[src/rtl/sobel_acc_stream_if.sv]
// Memory bus and start/finish handshake of the Sobel accelerator.
// The accelerator owns the master side; memory and controller sit on the slave side.
interface sobel_acc_stream_if;
  logic [15:0] addr;
  logic [31:0] dataR;
  logic [31:0] dataW;
  logic        en;
  logic        we;
  logic        start;
  logic        finish;

  modport master (
    output addr, dataW, en, we, finish,
    input  dataR, start
  );

  modport slave (
    input  addr, dataW, en, we, finish,
    output dataR, start
  );
endinterface

[src/rtl/sobel_acc_stream.sv]
// Streaming Sobel edge detector over an 8-bit greyscale image held in a shared
// word memory (4 pixels per word, pixel 0 in bits [7:0]). Each output word is
// produced from a 3x3-word window: two stored word columns (left, centre) plus
// the column currently being fetched (right). Vertical borders are replicated
// for free by clamping the row addresses.
// Optional build macro: SOBEL_BORDER_REPLICATE_EN
//   defined   -> out-of-image neighbours replicate the nearest pixel, every
//                pixel gets a kernel result
//   undefined -> all pixels on the image border are written as 0x00
module sobel_acc_stream #(
  parameter int IMG_W    = 352,
  parameter int IMG_H    = 288,
  parameter int SRC_BASE = 0,
  parameter int DST_BASE = 25344
) (
  input  logic clk,
  input  logic reset,
  sobel_acc_stream_if.master bus
);

  localparam logic [15:0] WPR       = 16'(IMG_W / 4);
  localparam logic [15:0] LAST_ROW  = 16'(IMG_H - 1);
  localparam logic [15:0] SRC_BASE16 = 16'(SRC_BASE);
  localparam logic [15:0] DST_BASE16 = 16'(DST_BASE);

  localparam logic [2:0] IDLE = 3'd0;
  localparam logic [2:0] RD_T = 3'd1;
  localparam logic [2:0] RD_M = 3'd2;
  localparam logic [2:0] RD_B = 3'd3;
  localparam logic [2:0] WR   = 3'd4;
  localparam logic [2:0] DONE = 3'd5;

  logic [2:0]  state_reg;
  logic [15:0] r_reg;
  logic [15:0] c_reg;
  logic [31:0] top_reg;
  logic [31:0] mid_reg;
  // win_reg[row][0] = left word column, win_reg[row][1] = centre word column
  logic [31:0] win_reg [3][2];

  logic        last_col;
  logic        first_row;
  logic        last_row;
  logic [15:0] row_sel;
  logic [15:0] rd_addr;
  logic [15:0] wr_addr;
  logic [31:0] right_word [3];
  logic [7:0]  strip [3][6];
  logic [31:0] out_word;

  assign last_col  = (c_reg == WPR);
  assign first_row = (r_reg == 16'd0);
  assign last_row  = (r_reg == LAST_ROW);

  // Source row for the current read phase, clamped to the image.
  always_comb begin
    row_sel = r_reg;
    case (state_reg)
      RD_T:    row_sel = first_row ? r_reg : r_reg - 16'd1;
      RD_B:    row_sel = last_row  ? r_reg : r_reg + 16'd1;
      default: row_sel = r_reg;
    endcase
  end

  assign rd_addr = SRC_BASE16 + row_sel * WPR + c_reg;
  assign wr_addr = DST_BASE16 + r_reg * WPR + c_reg - 16'd1;

  // Right word column: the freshly fetched words, or nothing past the last column.
  always_comb begin
    right_word[0] = top_reg;
    right_word[1] = mid_reg;
    right_word[2] = bus.dataR;
    if (last_col) begin
      right_word[0] = 32'd0;
      right_word[1] = 32'd0;
      right_word[2] = 32'd0;
    end
  end

  // Six-pixel strip per window row: left neighbour, four centre pixels, right neighbour.
  always_comb begin
    for (int rw = 0; rw < 3; rw++) begin
      strip[rw][0] = win_reg[rw][0][31:24];
      for (int k = 0; k < 4; k++) begin
        strip[rw][k+1] = win_reg[rw][1][8*k +: 8];
      end
      strip[rw][5] = right_word[rw][7:0];
`ifdef SOBEL_BORDER_REPLICATE_EN
      if (c_reg == 16'd1) strip[rw][0] = win_reg[rw][1][7:0];
      if (last_col)       strip[rw][5] = win_reg[rw][1][31:24];
`endif
    end
  end

  genvar gi;
  generate
    for (gi = 0; gi < 4; gi++) begin : g_pix
      logic [10:0]        pos_x, neg_x, pos_y, neg_y;
      logic signed [10:0] gx, gy;
      logic [10:0]        ax, ay;
      logic [11:0]        mag;
      logic               border;

      assign pos_x = {3'b0, strip[0][gi+2]} + {2'b0, strip[1][gi+2], 1'b0} + {3'b0, strip[2][gi+2]};
      assign neg_x = {3'b0, strip[0][gi]}   + {2'b0, strip[1][gi],   1'b0} + {3'b0, strip[2][gi]};
      assign pos_y = {3'b0, strip[2][gi]}   + {2'b0, strip[2][gi+1], 1'b0} + {3'b0, strip[2][gi+2]};
      assign neg_y = {3'b0, strip[0][gi]}   + {2'b0, strip[0][gi+1], 1'b0} + {3'b0, strip[0][gi+2]};
      assign gx  = $signed(pos_x) - $signed(neg_x);
      assign gy  = $signed(pos_y) - $signed(neg_y);
      assign ax  = gx[10] ? (~gx + 11'd1) : gx;
      assign ay  = gy[10] ? (~gy + 11'd1) : gy;
      assign mag = {1'b0, ax} + {1'b0, ay};

`ifdef SOBEL_BORDER_REPLICATE_EN
      assign border = 1'b0;
`else
      // Pixel 0 of word 0 is written at c = 1; pixel 3 of the last word at c = WPR.
      assign border = first_row | last_row
                    | ((gi == 0) ? (c_reg == 16'd1) : 1'b0)
                    | ((gi == 3) ? last_col : 1'b0);
`endif

      assign out_word[8*gi +: 8] = border ? 8'h00 : ((mag > 12'd255) ? 8'hFF : mag[7:0]);
    end
  endgenerate

  // Memory request decode from the current state.
  always_comb begin
    bus.addr  = 16'd0;
    bus.dataW = 32'd0;
    bus.en    = 1'b0;
    bus.we    = 1'b0;
    case (state_reg)
      RD_T, RD_M, RD_B: begin
        bus.en   = 1'b1;
        bus.addr = rd_addr;
      end
      WR: begin
        if (c_reg != 16'd0) begin
          bus.en    = 1'b1;
          bus.we    = 1'b1;
          bus.addr  = wr_addr;
          bus.dataW = out_word;
        end
      end
      default: ;
    endcase
  end

  assign bus.finish = (state_reg == DONE);

  // Sequencer: row/column walk, word capture and window shift.
  always_ff @(posedge clk or negedge reset) begin
    if (!reset) begin
      state_reg <= IDLE;
      r_reg     <= 16'd0;
      c_reg     <= 16'd0;
      top_reg   <= 32'd0;
      mid_reg   <= 32'd0;
      for (int rw = 0; rw < 3; rw++) begin
        win_reg[rw][0] <= 32'd0;
        win_reg[rw][1] <= 32'd0;
      end
    end else begin
      case (state_reg)
        IDLE: begin
          r_reg <= 16'd0;
          c_reg <= 16'd0;
          if (bus.start) state_reg <= RD_T;
        end
        RD_T: state_reg <= RD_M;
        RD_M: begin
          top_reg   <= bus.dataR;
          state_reg <= RD_B;
        end
        RD_B: begin
          mid_reg   <= bus.dataR;
          state_reg <= WR;
        end
        WR: begin
          for (int rw = 0; rw < 3; rw++) begin
            win_reg[rw][0] <= win_reg[rw][1];
            win_reg[rw][1] <= right_word[rw];
          end
          if (last_col) begin
            c_reg <= 16'd0;
            if (last_row) begin
              state_reg <= DONE;
            end else begin
              r_reg     <= r_reg + 16'd1;
              state_reg <= RD_T;
            end
          end else begin
            c_reg     <= c_reg + 16'd1;
            state_reg <= (c_reg + 16'd1 == WPR) ? WR : RD_T;
          end
        end
        DONE: if (!bus.start) state_reg <= IDLE;
        default: state_reg <= IDLE;
      endcase
    end
  end

endmodule

[src/flat_wrapper.sv]
// flat-port wrapper written by rule: the top's interface ports become plain ports
module sobel_acc_stream_flat 
#(
  parameter int IMG_W    = 352,
  parameter int IMG_H    = 288,
  parameter int SRC_BASE = 0,
  parameter int DST_BASE = 25344
)
  (clk, reset, bus_addr, bus_dataW, bus_en, bus_we, bus_finish, bus_dataR, bus_start);
  sobel_acc_stream_if bus_i ();
  input  logic clk;
  input  logic reset;
  output wire logic [$bits(bus_i.addr)-1:0] bus_addr;
  output wire logic [$bits(bus_i.dataW)-1:0] bus_dataW;
  output wire logic [$bits(bus_i.en)-1:0] bus_en;
  output wire logic [$bits(bus_i.we)-1:0] bus_we;
  output wire logic [$bits(bus_i.finish)-1:0] bus_finish;
  input wire logic [$bits(bus_i.dataR)-1:0] bus_dataR;
  input wire logic [$bits(bus_i.start)-1:0] bus_start;
  assign bus_addr = bus_i.addr;
  assign bus_dataW = bus_i.dataW;
  assign bus_en = bus_i.en;
  assign bus_we = bus_i.we;
  assign bus_finish = bus_i.finish;
  assign bus_i.dataR = bus_dataR;
  assign bus_i.start = bus_start;
  sobel_acc_stream #(.IMG_W(IMG_W), .IMG_H(IMG_H), .SRC_BASE(SRC_BASE), .DST_BASE(DST_BASE)) u_core (.clk(clk), .reset(reset), .bus(bus_i));
endmodule
[config.mk]
export PLATFORM = sky130hd
export DESIGN_NAME = sobel_acc_stream_flat
export DESIGN_NICKNAME = d
export VERILOG_FILES = /design/src/rtl/sobel_acc_stream_if.sv /design/src/rtl/sobel_acc_stream.sv /design/src/flat_wrapper.sv
export SDC_FILE = /design/constraint.sdc
export NUM_CORES = 1
export LEC_CHECK = 0
export BUFFER_PORTS_ARGS = -buffer_cell sky130_fd_sc_hd__buf_2
export CORE_ASPECT_RATIO = 0.8
export CORE_MARGIN = 2
export CORE_UTILIZATION = 45
export DETAILED_ROUTE_END_ITERATION = 16
export PLACE_DENSITY = 0.7
export SLEW_MARGIN = 10
export SYNTH_ARGS = -nofsm -noshare
export SYNTH_HDL_FRONTEND = slang
export SYNTH_SLANG_ARGS = --single-unit
[constraint.sdc]
create_clock -name clk -period 12.8 [get_ports clk]
set_clock_uncertainty 0.15 [all_clocks]
set_input_delay 2.56 -clock clk [delete_from_list [all_inputs] [get_ports clk]]
set_output_delay 2.56 -clock clk [all_outputs]
set_load 0.05 [all_outputs]
==> results.cfg, run 1 <==
[layout]
layout_common_cells = inv_1, ha_1, nand2_1
final_net_count = 3629
final_util_pct = 49.33
largest_register_ffs = 120
syn2layout_area_growth_pct = 8.026
finalNonFillerCells = 3879
final_area_mm2 = 0.02802
layout-drive-gt1-share_pct = 8.080
diodes = 0
layout_commonest_cell = inv_1

[hold_path]
hold_path.class = reg -> reg

[sta]
hold_viol_final = 0
rsz0062_at_grt = false
relSlewSlack_pct = 33.73
fin_crit_sh_pct = 93.56
maxSlewViolCount = 0
tightest_slew_ps = 994.1
finalSetupViolCount = 0
period_minus_slack_ps = 11980
fmax_mhz = 83.50
fin_setup_tns_ps = 0

[floorplan]
die_area_mm2 = 0.05959
fp.dieH_um = 218.7
die_width_um = 272.4
ios = 86
coreArea_mm2 = 0.05680
num_rows = 78
start_util_pct = 45.67

[route]
vias = 21370
drt_wl_total_um = 71180
detail_route.wl_per_cell_um = 18.35
drtAntennaViolNets = 0
wl_met3_um = 6017
dr.pass1.iters = 5
detail_route.iter0.violations = 1694
viasPerCell = 5.510
drc = 0
highest_layer = met5
met1Wirelength_um = 34300
route.met2.wl_um = 29130

[place]
dp_hpwl_um = 57120
placed_area_mm2 = 0.02716
port_buffers = 85
finalWeightedCongestion = 0.9289
placedCellCount = 3831

[cts]
h-tree-depth = 1
cts.reportedPaths.clkPinSlew_ps = 70
post_cts_resized = 0
clk_latency_ps = 550
clock_path_buffers = 3
cts_tree = done
post_cts_buffers = 0
cts_made_buffers = 26
cts_root_buffer = clkbuf_16
cts_hold_buf = 0
clock_sinks = 219

[worst_setup_path]
crit_path_end_kind = output port
critPathKind = reg -> out
slowest_delay_ps = 780
critPathArrivalTime_ps = 9270
cp_top_family = simple AND/OR/NAND/NOR gates
critPathLaunchType = register
cpMaxStageDelayCell = xnor2_1
cp.required_ps = 10090
crit_buf_inv = 3
crit_fanout = 63
cpMostUsedCell = o21ai_0

[global_routing]
grt_pass1_wl_um = 114100
grt_max_degree = 86
overflow = 0
grt_pass1_vias = 20430
antenna_found_initial = 4
grt_usage_pct = 24.26

[logic_synthesis]
postSynthAreaPerCell_um2 = 8.505
synth-edff-count = 0
synth.cell_area_mm2 = 0.02594
synth_fp_nets = 3580
async_reset_ff_share_pct = 100.0
ys_ff_latch = 219
synth.distinct_cells = 69
synthFlopType = dfrtp_1
ys_seq_area_share_pct = 21.13
synth_cells = 3050
ys_warn_count = 0

[run]
max_cap_violations = 0

[status]
status = finished clean
[kinds of logic (layout without fill, tap and decap cells)]
logic type / after synthesis / after routing / synth area share (%)
compound gates: 739 / 739 / 17.08
simple gates: 717 / 717 / 12.98
fa+ha+maj: 497 / 497 / 27.66
buf+inv: 484 / 553 / 7.057
xor+xnor: 318 / 318 / 10.82
flops: 219 / 219 / 21.13
mux: 76 / 76 / 3.275
[area by class of cell]
| type | count | area, µm² |
|---|---|---|
| fillers | 5352 | 28780 |
| multi-input cells | 2347 | 18660 |
| flip-flops and latches | 219 | 5480 |
| inverters | 405 | 1520 |
| well taps | 760 | 950.9 |
| clock buffers | 35 | 734.5 |
| repair buffers | 100 | 548.0 |
| clock inverters | 13 | 125.1 |
[cells in the mapped netlist (14+ instances only)]
master / instances / share of area (%)
a21boi_0: 15 / 0.43
a21o_1: 61 / 1.8
a21oi_1: 197 / 3.8
a31oi_1: 19 / 0.46
and2_1: 19 / 0.46
clkbuf_1: 67 / 0.97
dfrtp_1: 219 / 21
fa_1: 128 / 9.9
ha_1: 367 / 18
inv_1: 403 / 5.8
mux2_2: 71 / 3.1
nand2_1: 265 / 3.8
nand2b_1: 16 / 0.39
nand3_1: 67 / 1.3
nand4_1: 14 / 0.34
nor2_1: 148 / 2.1
nor2b_1: 42 / 1.0
nor3_1: 48 / 0.93
nor4_1: 21 / 0.51
o21a_1: 51 / 1.5
o21ai_0: 246 / 4.7
o21bai_1: 47 / 1.4
o22ai_1: 28 / 0.68
o31ai_1: 15 / 0.43
or3_1: 22 / 0.53
xnor2_1: 212 / 7.2
xor2_1: 104 / 3.5
[metrics by stage]
step           hold slack [ps]  worst slack [ps]
6_report                 340.6             824.2
2_1_floorplan            302.3              2714
5_1_grt                  359.1             149.3
4_1_cts                  340.7             994.6
3_5_place_dp             321.7              1622
3_3_place_gp             319.8              1731
[worst reg2reg max path: cells and delay by family (launching register included)]
| family | cells | cell delay (ps) |
|---|---|---|
| and+or+nand+nor | 5 | 2240 |
| buffers and inverters | 1 | 410 |
| AOI/OAI and AO/OA | 2 | 370 |
| DFF | 1 | 470 |
[layer usage]
metal	GRT usage (%)	vias up
met5	0	-
met4	5.018	8
met3	5.296	106
met2	36.12	699
met1	35.86	10060
li1	-	10510
[worst paths after layout]
| check | start | end | slack [ps] | cells after the start |
|---|---|---|---|---|
| min | u_core.strip[83]$_DFFE_PN0P_ | u_core.strip[83]$_DFFE_PN0P_ | 340 | 2 |
| max | u_core.c_reg[12]$_DFFE_PN0P_ | bus_dataW[30] | 820 | 34 |
| min in group asynchronous | reset | u_core.strip[94]$_DFFE_PN0P_ | 1840 | 1 |
| max reg2reg | u_core.c_reg[12]$_DFFE_PN0P_ | u_core.r_reg[1]$_DFFE_PN0P_ | 9080 | 8 |
| max in group asynchronous | reset | u_core.top_reg[4]$_DFFE_PN0P_ | 8340 | 3 |
| min reg2reg | u_core.strip[83]$_DFFE_PN0P_ | u_core.strip[83]$_DFFE_PN0P_ | 340 | 2 |
Power of run 1 is left out: the tool's default activity adds up to more than one toggle a clock period on the data nets, which glitch-free logic cannot reach.
==> inputs of run 2 (changes only) <==
- CTS_BUF_LIST: not set -> sky130_fd_sc_hd__clkbuf_16
==> run 2 against run 1 <==
  * Global-route usage is essentially flat
  * Count of clock-buffer cells in the layout shrank 9
  * Register-to-register slack lost 30 ps
  * Highest routed layer unchanged
==> results.cfg, run 2 (synthesis results as in run 1) <==
[route]
viasPerCell = 5.508
vias = 21360
drtAntennaViolNets = 0
detail_route.wl_per_cell_um = 18.39
dr.pass1.iters = 5
drt_wl_total_um = 71330
drc = 0
detail_route.iter0.violations = 1727

[global_routing]
overflow = 0
grt_pass1_wl_um = 114100
antenna_found_initial = 4
grt_pass1_vias = 20430
grt_max_degree = 86
grt_usage_pct = 24.26

[layout]
largest_register_ffs = 120
final_net_count = 3629
layout_common_cells = inv_1, ha_1, nand2_1
layout-drive-gt1-share_pct = 7.919
diodes = 0
layout_commonest_cell = inv_1
syn2layout_area_growth_pct = 7.833

[sta]
rsz0062_at_grt = false
fin_crit_sh_pct = 93.78
hold_viol_final = 0
finalSetupViolCount = 0
fmax_mhz = 83.30
fin_setup_tns_ps = 0
maxSlewViolCount = 0
period_minus_slack_ps = 12000
relSlewSlack_pct = 32.47
tightest_slew_ps = 1011

[hold_path]
hold_path.class = reg -> reg
worstHoldPathCells = 2

[worst_setup_path]
cp-startpoint = u_core.c_reg[12]$_DFFE_PN0P_
cpMaxStageDelayCell = xnor2_1
critPathArrivalTime_ps = 9290
critPathLaunchType = register
cpMostUsedCell = o21ai_0
worstReg2RegEnd = u_core.r_reg[1]$_DFFE_PN0P_
cp.required_ps = 10090
critPathKind = reg -> out
slowest_delay_ps = 800
timing.rr.start = u_core.c_reg[12]$_DFFE_PN0P_
crit_fanout = 63
reg2reg_slack_ps = 9050
r2r_cells = 8
crit_end = bus_dataW[30]
crit_path_end_kind = output port

[floorplan]
die_area_mm2 = 0.05959
ios = 86
num_rows = 78
die_width_um = 272.4
coreArea_mm2 = 0.05680
fp.dieH_um = 218.7
start_util_pct = 45.67

[cts]
post_cts_buffers = 0
cts_hold_buf = 0
cts_tree = done
cts_made_buffers = 26
clk_latency_ps = 560
h-tree-depth = 1
post_cts_resized = 0
cts.reportedPaths.clkPinSlew_ps = 60
cts_root_buffer = clkbuf_16
clock_path_buffers = 3
clock_sinks = 219

[place]
port_buffers = 85
finalWeightedCongestion = 0.9289
dp_hpwl_um = 57120

[run]
max_cap_violations = 0

[status]
status = finished clean
-- run 2: changes by cell type in the layout (fill, tap and decap cells not counted) --
| cell | change |
|---|---|
| clkinv_1 | +5 |
| inv_1 | +4 |
| clkbuf_8 | -5 |
| clkbuf_1 | -4 |
-- run 2: stage by stage --
step / std cells / instance area, µm² / worst slack, ps / hold WS [ps] / util [%]
finish: 3879 / 27970 / 795.7 / 343.6 / 49.25
global route: 3879 / 27970 / 151.8 / 358.9 / 49.25
CTS: 3879 / 27970 / 996.2 / 340.5 / 49.25
detailed placement: 3831 / 27160 / 1622 / 321.7 / 47.82
global placement: 3831 / 27160 / 1731 / 319.8 / 47.82
floorplan: 3050 / 25940 / 2714 / 302.3 / -
-- run 2: critical path, delay by kind of cell, from the launching register on --
family / cells / cell delay [ps]
flip-flops: 1 / 480
XOR/XNOR: 2 / 970
AND/OR/NAND/NOR: 12 / 2790
AO/OA/AOI/OAI: 13 / 2300
adder cells (fa/ha/maj): 4 / 1490
buffers and inverters: 3 / 680
-- run 2: layout make-up --
class	count	area [µm²]
clock buffer	26	650.6
clock inverter	22	158.9
multi-input combinational	2347	18660
sequential	219	5480
tap	760	950.9
inverter	405	1520
timing repair buffer	100	548.0
fill	5363	28830
-- run 2: metal layers --
metal	track usage [%]	share of wire (%)	routed length, µm
met1	35.87	48	34250
met2	36.12	41	29180
met3	5.274	8.7	6205
met4	5.073	2.3	1654
met5	0	0.060	43
-- run 2: how the worst min path moves through the flow --
stage / endpoint / startpoint / slack, ps
5_1_grt: u_core.strip[83]$_DFFE_PN0P_ / u_core.strip[83]$_DFFE_PN0P_ / 360
3_5_place_dp: u_core.strip[83]$_DFFE_PN0P_ / u_core.strip[83]$_DFFE_PN0P_ / 320
4_1_cts: u_core.strip[83]$_DFFE_PN0P_ / u_core.strip[83]$_DFFE_PN0P_ / 340
3_3_place_gp: u_core.strip[88]$_DFFE_PN0P_ / u_core.strip[88]$_DFFE_PN0P_ / 320
6_report: u_core.strip[83]$_DFFE_PN0P_ / u_core.strip[83]$_DFFE_PN0P_ / 340
2_1_floorplan: u_core.strip[83]$_DFFE_PN0P_ / u_core.strip[83]$_DFFE_PN0P_ / 300
Power of run 2 is left out for the same reason.
